<file path="config.mk">
export PLATFORM = sky130hd
export DESIGN_NAME = vga_pattern_gen
export DESIGN_NICKNAME = d
export VERILOG_FILES = /design/src/rtl/vga_pattern_gen_pkg.sv /design/src/rtl/vga_pattern_gen_cursor.sv /design/src/rtl/vga_pattern_gen.sv
export SDC_FILE = /design/constraint.sdc
export NUM_CORES = 1
export LEC_CHECK = 0
export BUFFER_PORTS_ARGS = -buffer_cell sky130_fd_sc_hd__buf_2
export CAP_MARGIN = 5
export CORE_MARGIN = 1
export CORE_UTILIZATION = 60
export CTS_BUF_LIST = sky130_fd_sc_hd__clkbuf_8
export DETAILED_ROUTE_END_ITERATION = 10
export PLACE_DENSITY = 0.91
export SYNTH_ARGS = -nofsm -noshare
export SYNTH_HDL_FRONTEND = slang
export SYNTH_SLANG_ARGS = --single-unit
</file>
<file path="constraint.sdc">
create_clock -name clk_pixel -period 2.8 [get_ports clk_pixel]
set_clock_uncertainty 0.15 [all_clocks]
set_input_delay 0.14 -clock clk_pixel [delete_from_list [all_inputs] [get_ports clk_pixel]]
set_output_delay 0.14 -clock clk_pixel [all_outputs]
set_load 0.005 [all_outputs]
</file>
<file path="src/rtl/vga_pattern_gen_pkg.sv">
// Shared definitions for the VGA test-pattern source: mode encodings,
// palette indices and the palette lookup used by the pattern mux.
package vga_pattern_gen_pkg;

    typedef enum logic [2:0] {
        MODE_SOLID    = 3'd0,
        MODE_VBARS    = 3'd1,
        MODE_HBANDS   = 3'd2,
        MODE_CHECKER  = 3'd3,
        MODE_GRADIENT = 3'd4,
        MODE_ALT      = 3'd5,
        MODE_RSVD6    = 3'd6,
        MODE_RSVD7    = 3'd7
    } mode_e;

    localparam logic [2:0] PAL_BLACK   = 3'd0;
    localparam logic [2:0] PAL_RED     = 3'd1;
    localparam logic [2:0] PAL_GREEN   = 3'd2;
    localparam logic [2:0] PAL_BLUE    = 3'd3;
    localparam logic [2:0] PAL_YELLOW  = 3'd4;
    localparam logic [2:0] PAL_CYAN    = 3'd5;
    localparam logic [2:0] PAL_MAGENTA = 3'd6;
    localparam logic [2:0] PAL_WHITE   = 3'd7;

    typedef struct packed {
        logic [7:0] red;
        logic [7:0] green;
        logic [7:0] blue;
    } rgb_t;

    function automatic rgb_t palette(input logic [2:0] idx);
        rgb_t c;
        case (idx)
            PAL_BLACK:   c = 24'h000000;
            PAL_RED:     c = 24'hFF0000;
            PAL_GREEN:   c = 24'h00FF00;
            PAL_BLUE:    c = 24'h0000FF;
            PAL_YELLOW:  c = 24'hFFFF00;
            PAL_CYAN:    c = 24'h00FFFF;
            PAL_MAGENTA: c = 24'hFF00FF;
            PAL_WHITE:   c = 24'hFFFFFF;
            default:     c = 24'h000000;
        endcase
        return c;
    endfunction

endpackage

</file>
<file path="src/rtl/vga_pattern_gen_cursor.sv">
// Pixel-position tracker: frame-start detect, x/y counters, bar/band indices
// and completed-frame counter, all advanced by compare-and-count only.
module vga_pattern_gen_cursor
    import vga_pattern_gen_pkg::*;
#(
    parameter int C_X         = 1920,
    parameter int C_Y         = 1080,
    parameter int C_BITS_X    = 11,
    parameter int C_BITS_Y    = 11,
    parameter int C_BARS      = 8,
    parameter int C_VSYNC_POL = 1
) (
    input  logic                clk_pixel,
    input  logic                rst,
    input  logic                fetch_next,
    input  logic                in_vsync,
    output logic                fs,
    output logic [C_BITS_X-1:0] x,
    output logic [C_BITS_Y-1:0] y,
    output logic [2:0]          bar,
    output logic [2:0]          band,
    output logic [7:0]          frame_count
);

    localparam int BW = C_X / C_BARS;
    localparam int BH = C_Y / C_BARS;
    localparam logic [C_BITS_X-1:0] X_LAST  = C_BITS_X'(C_X - 1);
    localparam logic [C_BITS_Y-1:0] Y_LAST  = C_BITS_Y'(C_Y - 1);
    localparam logic [C_BITS_X-1:0] BW_LAST = C_BITS_X'(BW - 1);
    localparam logic [C_BITS_Y-1:0] BH_LAST = C_BITS_Y'(BH - 1);
    localparam logic [C_BITS_X-1:0] X_ONE   = C_BITS_X'(1);
    localparam logic [C_BITS_Y-1:0] Y_ONE   = C_BITS_Y'(1);
    localparam logic [2:0]          IDX_MAX = 3'(C_BARS - 1);

    logic                vsync_act_s;
    logic                vsync_act_prev_r;
    logic [C_BITS_X-1:0] x_r;
    logic [C_BITS_Y-1:0] y_r;
    logic [C_BITS_X-1:0] bx_r;
    logic [C_BITS_Y-1:0] by_r;
    logic [2:0]          bar_r;
    logic [2:0]          band_r;
    logic [7:0]          frame_count_r;

    assign vsync_act_s = (C_VSYNC_POL != 0) ? in_vsync : ~in_vsync;
    assign fs          = vsync_act_s & ~vsync_act_prev_r;

    // Position counters; bx/by count pixels/lines within the current bar/band
    always_ff @(posedge clk_pixel) begin
        if (rst) begin
            vsync_act_prev_r <= 1'b0;
            x_r              <= '0;
            y_r              <= '0;
            bx_r             <= '0;
            by_r             <= '0;
            bar_r            <= 3'd0;
            band_r           <= 3'd0;
            frame_count_r    <= 8'd0;
        end else begin
            vsync_act_prev_r <= vsync_act_s;
            if (fs) begin
                x_r           <= '0;
                y_r           <= '0;
                bx_r          <= '0;
                by_r          <= '0;
                bar_r         <= 3'd0;
                band_r        <= 3'd0;
                frame_count_r <= frame_count_r + 8'd1;
            end else if (fetch_next) begin
                if (x_r == X_LAST) begin
                    x_r   <= '0;
                    bx_r  <= '0;
                    bar_r <= 3'd0;
                    if (y_r == Y_LAST) begin
                        y_r    <= '0;
                        by_r   <= '0;
                        band_r <= 3'd0;
                    end else begin
                        y_r <= y_r + Y_ONE;
                        if (by_r == BH_LAST) begin
                            by_r <= '0;
                            if (band_r != IDX_MAX) begin
                                band_r <= band_r + 3'd1;
                            end
                        end else begin
                            by_r <= by_r + Y_ONE;
                        end
                    end
                end else begin
                    x_r <= x_r + X_ONE;
                    if (bx_r == BW_LAST) begin
                        bx_r <= '0;
                        if (bar_r != IDX_MAX) begin
                            bar_r <= bar_r + 3'd1;
                        end
                    end else begin
                        bx_r <= bx_r + X_ONE;
                    end
                end
            end
        end
    end

    assign x           = x_r;
    assign y           = y_r;
    assign bar         = bar_r;
    assign band        = band_r;
    assign frame_count = frame_count_r;

endmodule

</file>
<file path="src/rtl/vga_pattern_gen.sv">
// Test-pattern source between the VGA timing generator and the TMDS encoder;
// pattern state latches at frame start so a frame is never torn.
module vga_pattern_gen
    import vga_pattern_gen_pkg::*;
#(
    parameter int C_X           = 1920,
    parameter int C_Y           = 1080,
    parameter int C_BITS_X      = 11,
    parameter int C_BITS_Y      = 11,
    parameter int C_BARS        = 8,
    parameter int C_CHECK_LOG2  = 5,
    parameter int C_HOLD_FRAMES = 30,
    parameter int C_VSYNC_POL   = 1
) (
    input  logic       clk_pixel,
    input  logic       rst,
    input  logic [2:0] mode,
    input  logic [2:0] solid_sel,
    input  logic       fetch_next,
    input  logic       in_hsync,
    input  logic       in_vsync,
    input  logic       in_blank,
    output logic [7:0] out_red,
    output logic [7:0] out_green,
    output logic [7:0] out_blue,
    output logic       out_hsync,
    output logic       out_vsync,
    output logic       out_blank,
    output logic [7:0] frame_count
);

    localparam int HOLD_W = (C_HOLD_FRAMES > 1) ? $clog2(C_HOLD_FRAMES) : 1;
    localparam logic [HOLD_W-1:0] HOLD_LAST = HOLD_W'(C_HOLD_FRAMES - 1);
    localparam logic [HOLD_W-1:0] HOLD_ONE  = HOLD_W'(1);
    localparam logic VSYNC_IDLE = (C_VSYNC_POL != 0) ? 1'b0 : 1'b1;

    logic                fs_s;
    logic [C_BITS_X-1:0] x_s;
    logic [C_BITS_Y-1:0] y_s;
    logic [2:0]          bar_s;
    logic [2:0]          band_s;
    logic [7:0]          frame_count_s;

    mode_e               mode_r;
    logic [2:0]          solid_r;
    logic [HOLD_W-1:0]   hold_r;
    logic                alt_blue_r;
    rgb_t                pix_s;
    rgb_t                rgb_r;
    logic                hsync_r;
    logic                vsync_r;
    logic                blank_r;

    vga_pattern_gen_cursor #(
        .C_X         (C_X),
        .C_Y         (C_Y),
        .C_BITS_X    (C_BITS_X),
        .C_BITS_Y    (C_BITS_Y),
        .C_BARS      (C_BARS),
        .C_VSYNC_POL (C_VSYNC_POL)
    ) u_cursor (
        .clk_pixel   (clk_pixel),
        .rst         (rst),
        .fetch_next  (fetch_next),
        .in_vsync    (in_vsync),
        .fs          (fs_s),
        .x           (x_s),
        .y           (y_s),
        .bar         (bar_s),
        .band        (band_s),
        .frame_count (frame_count_s)
    );

    // Frame-start latch of mode/solid and the alternating-colour hold counter
    always_ff @(posedge clk_pixel) begin
        if (rst) begin
            mode_r     <= MODE_SOLID;
            solid_r    <= PAL_BLACK;
            hold_r     <= '0;
            alt_blue_r <= 1'b0;
        end else if (fs_s) begin
            mode_r  <= mode_e'(mode);
            solid_r <= solid_sel;
            if ((mode_e'(mode) != MODE_ALT) || (mode_r != MODE_ALT)) begin
                hold_r     <= '0;
                alt_blue_r <= 1'b0;
            end else if (hold_r == HOLD_LAST) begin
                hold_r     <= '0;
                alt_blue_r <= ~alt_blue_r;
            end else begin
                hold_r <= hold_r + HOLD_ONE;
            end
        end
    end

    // Pattern mux from the current (pre-advance) counters
    always_comb begin
        pix_s = palette(PAL_BLACK);
        case (mode_r)
            MODE_SOLID:   pix_s = palette(solid_r);
            MODE_VBARS:   pix_s = palette(bar_s);
            MODE_HBANDS:  pix_s = palette(band_s);
            MODE_CHECKER: begin
                if (x_s[C_CHECK_LOG2] ^ y_s[C_CHECK_LOG2]) begin
                    pix_s = palette(PAL_WHITE);
                end else begin
                    pix_s = palette(PAL_BLACK);
                end
            end
            MODE_GRADIENT: begin
                pix_s.red   = 8'(x_s);
                pix_s.green = 8'(y_s);
                pix_s.blue  = frame_count_s;
            end
            MODE_ALT: begin
                if (alt_blue_r) begin
                    pix_s = palette(PAL_BLUE);
                end else begin
                    pix_s = palette(PAL_RED);
                end
            end
            default: pix_s = palette(PAL_BLACK);
        endcase
    end

    // Output stage: one register for RGB and the re-timed syncs/blank
    always_ff @(posedge clk_pixel) begin
        if (rst) begin
            rgb_r   <= 24'h000000;
            hsync_r <= 1'b0;
            vsync_r <= VSYNC_IDLE;
            blank_r <= 1'b1;
        end else begin
            rgb_r   <= in_blank ? 24'h000000 : pix_s;
            hsync_r <= in_hsync;
            vsync_r <= in_vsync;
            blank_r <= in_blank;
        end
    end

    assign out_red     = rgb_r.red;
    assign out_green   = rgb_r.green;
    assign out_blue    = rgb_r.blue;
    assign out_hsync   = hsync_r;
    assign out_vsync   = vsync_r;
    assign out_blank   = blank_r;
    assign frame_count = frame_count_s;

endmodule

</file>
==> impl_metrics.ini, run 1 <==
[detailed_routing]
avgRoutedWirePerCell_um = 14.59
totalWireLength_um = 9963
drtPass1Iterations = 5
drcViolationCount = 0
via_per_inst = 5.748
drt_iter0_markers = 233
vias = 3926
ant_nets = 0

[floorplan]
start_util_pct = 63.06
io_pins = 47
die_h_um = 90.24
rows = 31
die-area_um2 = 8143
coreArea_um2 = 7408
die-width_um = 90.24

[placement]
placed_area_um2 = 4969
dp.final_hpwl_um = 6665
numPortBuffers = 46
numPlacedInstances = 657
place_congestion = 0.8813

[timing]
fin_crit_sh_pct = 86.05
slew_violations = 0
hold_viol = 0
worst_pin_slew_ps = 786.2
fmax_mhz = 415.1
rsz0062_at_grt = no
setup_viol = 0
max_slew_margin_pct = 47.59
final.min_clock_period_ps = 2409
tns_ps = 0

[clock_tree]
cts_root_buffer = clkbuf_8
insertion_delay_ps = 370
cts_sinks = 106
post_cts_resized = 0
cts_made_buffers = 9
cts_max_path_buffers = 2
cts.clk_slew.worst_paths_ps = 90
h-tree-depth = 3
cts_tree = built

[final_layout]
seqCellArea_um2 = 2122
stdcell_count = 683
diodes = 0
nFillCells = 524
multi_input_area_um2 = 2406
layout.nets = 603
drive_gt1_share_pct = 14.04
stdcell_area_um2 = 5273
area_delta_synth_final_pct = 12.85

[synthesis]
synth_compound_area_share_pct = 9.641
syn_avg_cell_area_um2 = 8.765
yosysUniqueCellTypes = 55
yosysSeqAreaShare_pct = 45.42
ys_ff_latch = 106
synth_area_um2 = 4672
muxShareOfSynthArea_pct = 3.294
netlist_top_cells_area = dfxtp_1 (45%), xor2_1 (5.4%), nand2_1 (5.3%)
yosysMostFrequentCell = dfxtp_1
ys_warn_count = 0
synth_adder_area_share_pct = 3.428
synth_edf_count = 0
synth_top_area_share_pct = 45.42
yosysTopAreaCell = dfxtp_1
synthArstFlopShare_pct = 0
synthTopCellsByCount = dfxtp_1 (106), nand2_1 (66), nor2_1 (63)
postSynthCellCount = 533
synthXorXnorAreaFrac_pct = 8.811
synth.net_count = 557
synth_top_family_by_area = simple AND/OR/NAND/NOR gates
synth-main-ff-cell = dfxtp_1
yosys.area_share.simple_pct = 26.22

[outcome]
outcome = complete, no violations

[global_routing]
grt_pass1_wl_um = 16550
antenna_found_initial = 0
grt_pass1_vias = 3699
grt_usage_pct = 24.86
grt_max_degree = 25
grt_overflow = 0

[critical_path]
reg2reg_depth = 5
critical_path_class = reg2reg
worstPathArrival_ps = 2510
crit_required_ps = 2900
critPathLaunchType = flop
crit_path_end_kind = flop
cp_max_fo = 6

[flow_run]
drv_cap = 0

[power_and_ir_drop]
ir_drop_uv = 297.3
powerDensity_nw_per_um2 = 503.6
leakage_nw = 2.008
total_power_mw = 2.655

[hold_path]
holdPathStages = 3
hold_class = in2reg
==> cells by family (layout without fill, tap and decap cells) <==
logic type | after synthesis | after routing
AOI/OAI and AO/OA | 73 | 73
buffers and inverters | 37 | 88
adders and majority gates | 13 | 13
DFF | 106 | 106
and+or+nand+nor | 242 | 242
muxes | 15 | 15
xor gates and xnor gates | 47 | 47
==> power breakdown <==
part | switching [mW] | internal, mW
logic | 0.0934 | 0.0633
registers | 0.0198 | 1.53
clock network | 0.506 | 0.439
==> per-layer routing <==
metal  vias to the layer above  GRT usage (%)  part of all wire, %
li1                       1951              -                    -
met1                      1837          28.88                   43
met2                       121          44.15                   50
met3                        17          5.668                  5.1
met4                         0          9.677                  1.9
met5                         -              0                    0
==> worst max-delay path, cell delays in order, from the launching register on <==
cell and delay (ps):
dfxtp_1 360, or4_4 550, nor4_4 370, mux2i_1 480, o21ai_0 230, mux2i_1 160
==> layout make-up <==
type	count	share of cell area, %
clock inverters	6	1.258
inverters	9	0.6407
multi-input cells	390	45.63
well taps	99	2.349
flip-flops and latches	106	40.25
repair buffers	63	7.262
clock buffers	10	2.610
==> cell usage in the layout (no fill, tap or decap), types with 7 or more instances in the layout <==
| cell type | n |
|---|---|
| dfxtp_1 | 106 |
| nand2_1 | 66 |
| nor2_1 | 63 |
| buf_2 | 46 |
| a21oi_1 | 40 |
| xor2_1 | 29 |
| nand4_1 | 25 |
| xnor2_1 | 18 |
| nand3_1 | 17 |
| mux2i_1 | 12 |
| ha_1 | 12 |
| nor3_1 | 11 |
| inv_1 | 10 |
| clkbuf_8 | 10 |
| dlygate4sd3_1 | 10 |
| nand2b_1 | 9 |
| o21ai_0 | 8 |
| nor4_1 | 7 |
| buf_4 | 7 |
==> through the flow <==
stage          hold slack [ps]  utilization [%]  setup slack [ps]
2_1_floorplan            86.37                -             658.4
3_3_place_gp             202.6            67.07             569.9
3_5_place_dp             215.5            67.07             442.9
4_1_cts                  1.370            71.17             412.5
5_1_grt                  23.15            71.17             252.2
6_report                 16.99            71.17             390.7
==> final timing paths <==
check / from / to / slack [ps]
max reg2reg: u_cursor.bx_r[4] / flop / 390
max: u_cursor.bx_r[4] / flop / 390
min: solid_sel[0] / solid_r[0] / 20
min reg2reg: u_cursor.by_r[1] / u_cursor.by_r[1] / 360
==> sequential cells by signal, indices dropped and copies added (netlist names), named ones only <==
| register | flops |
|---|---|
| solid_r | 3 |
| u_cursor.bar | 3 |
| u_cursor.band | 3 |
| out_blue | 8 |
| out_blank | 1 |
| u_cursor.bx_r | 11 |
| out_red | 8 |
| out_green | 8 |
| u_cursor.x | 11 |
| u_cursor.frame_count | 8 |
| alt_blue_r | 1 |
| hold_r | 5 |
| u_cursor.by_r | 11 |
| out_vsync | 1 |
| out_hsync | 1 |
| mode_r | 3 |
| u_cursor.y | 11 |
==> timing repair <==
action                                 4_1_cts  5_1_grt
hold buffers                                10        0
setup buffers                                0        0
endpoints found under the hold margin       14        0
Power figures use the tool's default switching activity.
==> run 2: changes to the inputs <==
--- a/config.mk
+++ b/config.mk
@@ -8,10 +8,10 @@
 export BUFFER_PORTS_ARGS = -buffer_cell sky130_fd_sc_hd__buf_2
 export CAP_MARGIN = 5
 export CORE_MARGIN = 1
-export CORE_UTILIZATION = 60
+export CORE_UTILIZATION = 55
 export CTS_BUF_LIST = sky130_fd_sc_hd__clkbuf_8
 export DETAILED_ROUTE_END_ITERATION = 10
-export PLACE_DENSITY = 0.91
+export PLACE_DENSITY = 0.88
 export SYNTH_ARGS = -nofsm -noshare
 export SYNTH_HDL_FRONTEND = slang
 export SYNTH_SLANG_ARGS = --single-unit
==> constraint.sdc (replaced) <==
create_clock -name clk_pixel -period 2 [get_ports clk_pixel]
set_clock_uncertainty 0.15 [all_clocks]
set_input_delay 0.1 -clock clk_pixel [delete_from_list [all_inputs] [get_ports clk_pixel]]
set_output_delay 0.1 -clock clk_pixel [all_outputs]
set_load 0.005 [all_outputs]
==> run 2 against run 1 <==
  * Register-to-register slack got worse by 520 ps
  * The run now ends with negative setup slack left
  * Fmax increased by 13%
  * Power increased by 42%
  * Cell count increased by 10%
  * Global-route usage increased by 5.3 points
  * Wire length increased by 34%
  * Sequential power increased by 41%
  * Non-clock buffer count increased by 64
  * Clock-buffer cell count unchanged
  * Cell area increased by 15%
  * Die area increased by 8.9%
  * Critical path type unchanged
==> impl_metrics.ini, run 2 (same netlist as run 1, synthesis figures left out) <==
[hold_path]
hold_class = in2reg
holdPathStages = 3
min_to = out_hsync
worstHoldStart = in_hsync

[critical_path]
critical_path_class = reg2reg
worstPathArrival_ps = 2300
crit_required_ps = 2170
critPathLaunchType = flop
reg2reg_depth = 6
rrSetupSlack_ps = -130
r2r_start = u_cursor.bx_r[10]
crit_path_end_kind = flop
cp_max_fo = 3

[detailed_routing]
wl_met1_um = 5089
avgRoutedWirePerCell_um = 17.76
drt_iter0_markers = 359
vias = 4470
drcViolationCount = 0
drtPass1Iterations = 7
routed.top_layer = met4
met2_length_um = 6883
totalWireLength_um = 13380
wl_met3_um = 758
ant_nets = 0
via_per_inst = 5.936

[placement]
dp_slack_ps = -125.4
place_congestion = 0.8457
numPortBuffers = 46
dp.final_hpwl_um = 7717

[floorplan]
start_util_pct = 56.86
die_h_um = 94.17
io_pins = 47
die-area_um2 = 8867
die-width_um = 94.17
coreArea_um2 = 8217
rows = 33

[final_layout]
drive_gt1_share_pct = 28.40
seqCellArea_um2 = 2132
layout.nets = 667
utilization_pct = 73.66
layout_commonest_cell = dfxtp_1
diodes = 0
multi_input_area_um2 = 2640
layout_common_cells = dfxtp_1 (98), nand2_1 (65), nor2_1 (63), buf_4 (63), buf_2 (46)
area_delta_synth_final_pct = 29.54
nFillCells = 510

[timing]
hold_viol = 0
slew_violations = 0
max_slew_margin_pct = 45.50
rsz0062_at_grt = yes
fin_crit_sh_pct = 106.5
tns_ps = -760.0
holdWs_ps = 326.6
setup_viol = 10
final.min_clock_period_ps = 2130
worst_pin_slew_ps = 817.6
fmax_mhz = 469.5
setup_slack_ps = -130.1

[clock_tree]
insertion_delay_ps = 390
cts.clk_slew.worst_paths_ps = 100
h-tree-depth = 3
cts_root_buffer = clkbuf_8
cts_tree = built
cts_sinks = 106
cts_max_path_buffers = 2
cts_made_buffers = 9

[global_routing]
antenna_found_initial = 0
grt_pass1_vias = 4379
grt_pass1_wl_um = 20380
grt_overflow = 0
grt_usage_pct = 30.15
grt_max_degree = 25

[power_and_ir_drop]
powerDensity_nw_per_um2 = 621.5
ir_drop_uv = 389.8
leakage_nw = 2.447

[outcome]
violations = negative setup slack
outcome = finished with violations

[flow_run]
drv_cap = 0
==> run 2: cell count changes in the layout (fill, tap and decap cells not counted), sizes merged <==
cell	delta
dlygate4sd3	+3
clkinvlp	-1
clkinv	+2
bufinv	-1
buf	+61
==> run 2: critical path, stage by stage, from the launching register on <==
cell and delay [ps]:
dfxtp_2 330, or4_4 540, nor4_4 340, mux2i_2 130
buf_4 170, nor3_2 190, mux2i_1 210
==> run 2: layout make-up <==
type	count	area share, %
Inverter	9	0.5582
Clock buffer	10	2.274
Multi-Input combinational cell	390	43.62
Clock inverter	6	1.013
Sequential cell	106	35.23
Timing Repair Buffer	127	15.13
Tap cell	105	2.171
==> run 2: stage by stage <==
stage | instance area, um2 | total power, mW | std cells
after floorplan | 4713 | 2.349 | 533
after global placement | 5411 | 2.435 | 713
after detailed placement | 5411 | 2.445 | 713
after CTS | 5946 | 3.735 | 752
after global routing | 6052 | 3.903 | 753
final | 6052 | 3.761 | 753
==> run 2: how the worst max path moves through the flow <==
stage | from | to | slack [ps] | cells after the start
5_1_grt | u_cursor.bx_r[10] | flop | -230 | 6
2_1_floorplan | u_cursor.bx_r[10] | flop | -100 | 5
3_5_place_dp | u_cursor.bx_r[10] | flop | -130 | 6
6_report | u_cursor.bx_r[10] | flop | -130 | 6
4_1_cts | u_cursor.bx_r[10] | flop | -120 | 6
3_3_place_gp | u_cursor.bx_r[10] | flop | -60 | 6
==> run 2: power breakdown <==
group / leakage [nW] / internal [mW] / switching (mW)
clock network: 0.0978 / 0.515 / 0.800
logic: 1.49 / 0.115 / 0.154
registers: 0.862 / 2.15 / 0.0288
==> run 2: layer usage <==
metal / up-vias / global-route usage [%]
met5: - / 0
met4: 0 / 20.90
met3: 81 / 6.958
met2: 213 / 52.84
met1: 2105 / 31.65
li1: 2071 / -
==> run 2: what timing repair did <==
| action | CTS | global route |
|---|---|---|
| setup endpoints to repair | 25 | 59 |
| pin swaps | 8 | 18 |
| setup buffers | 9 | 2 |
| hold endpoints to repair | 14 | 0 |
| resized for setup | 23 | 28 |
| gates cloned | 1 | 0 |
| hold buffers | 13 | 0 |
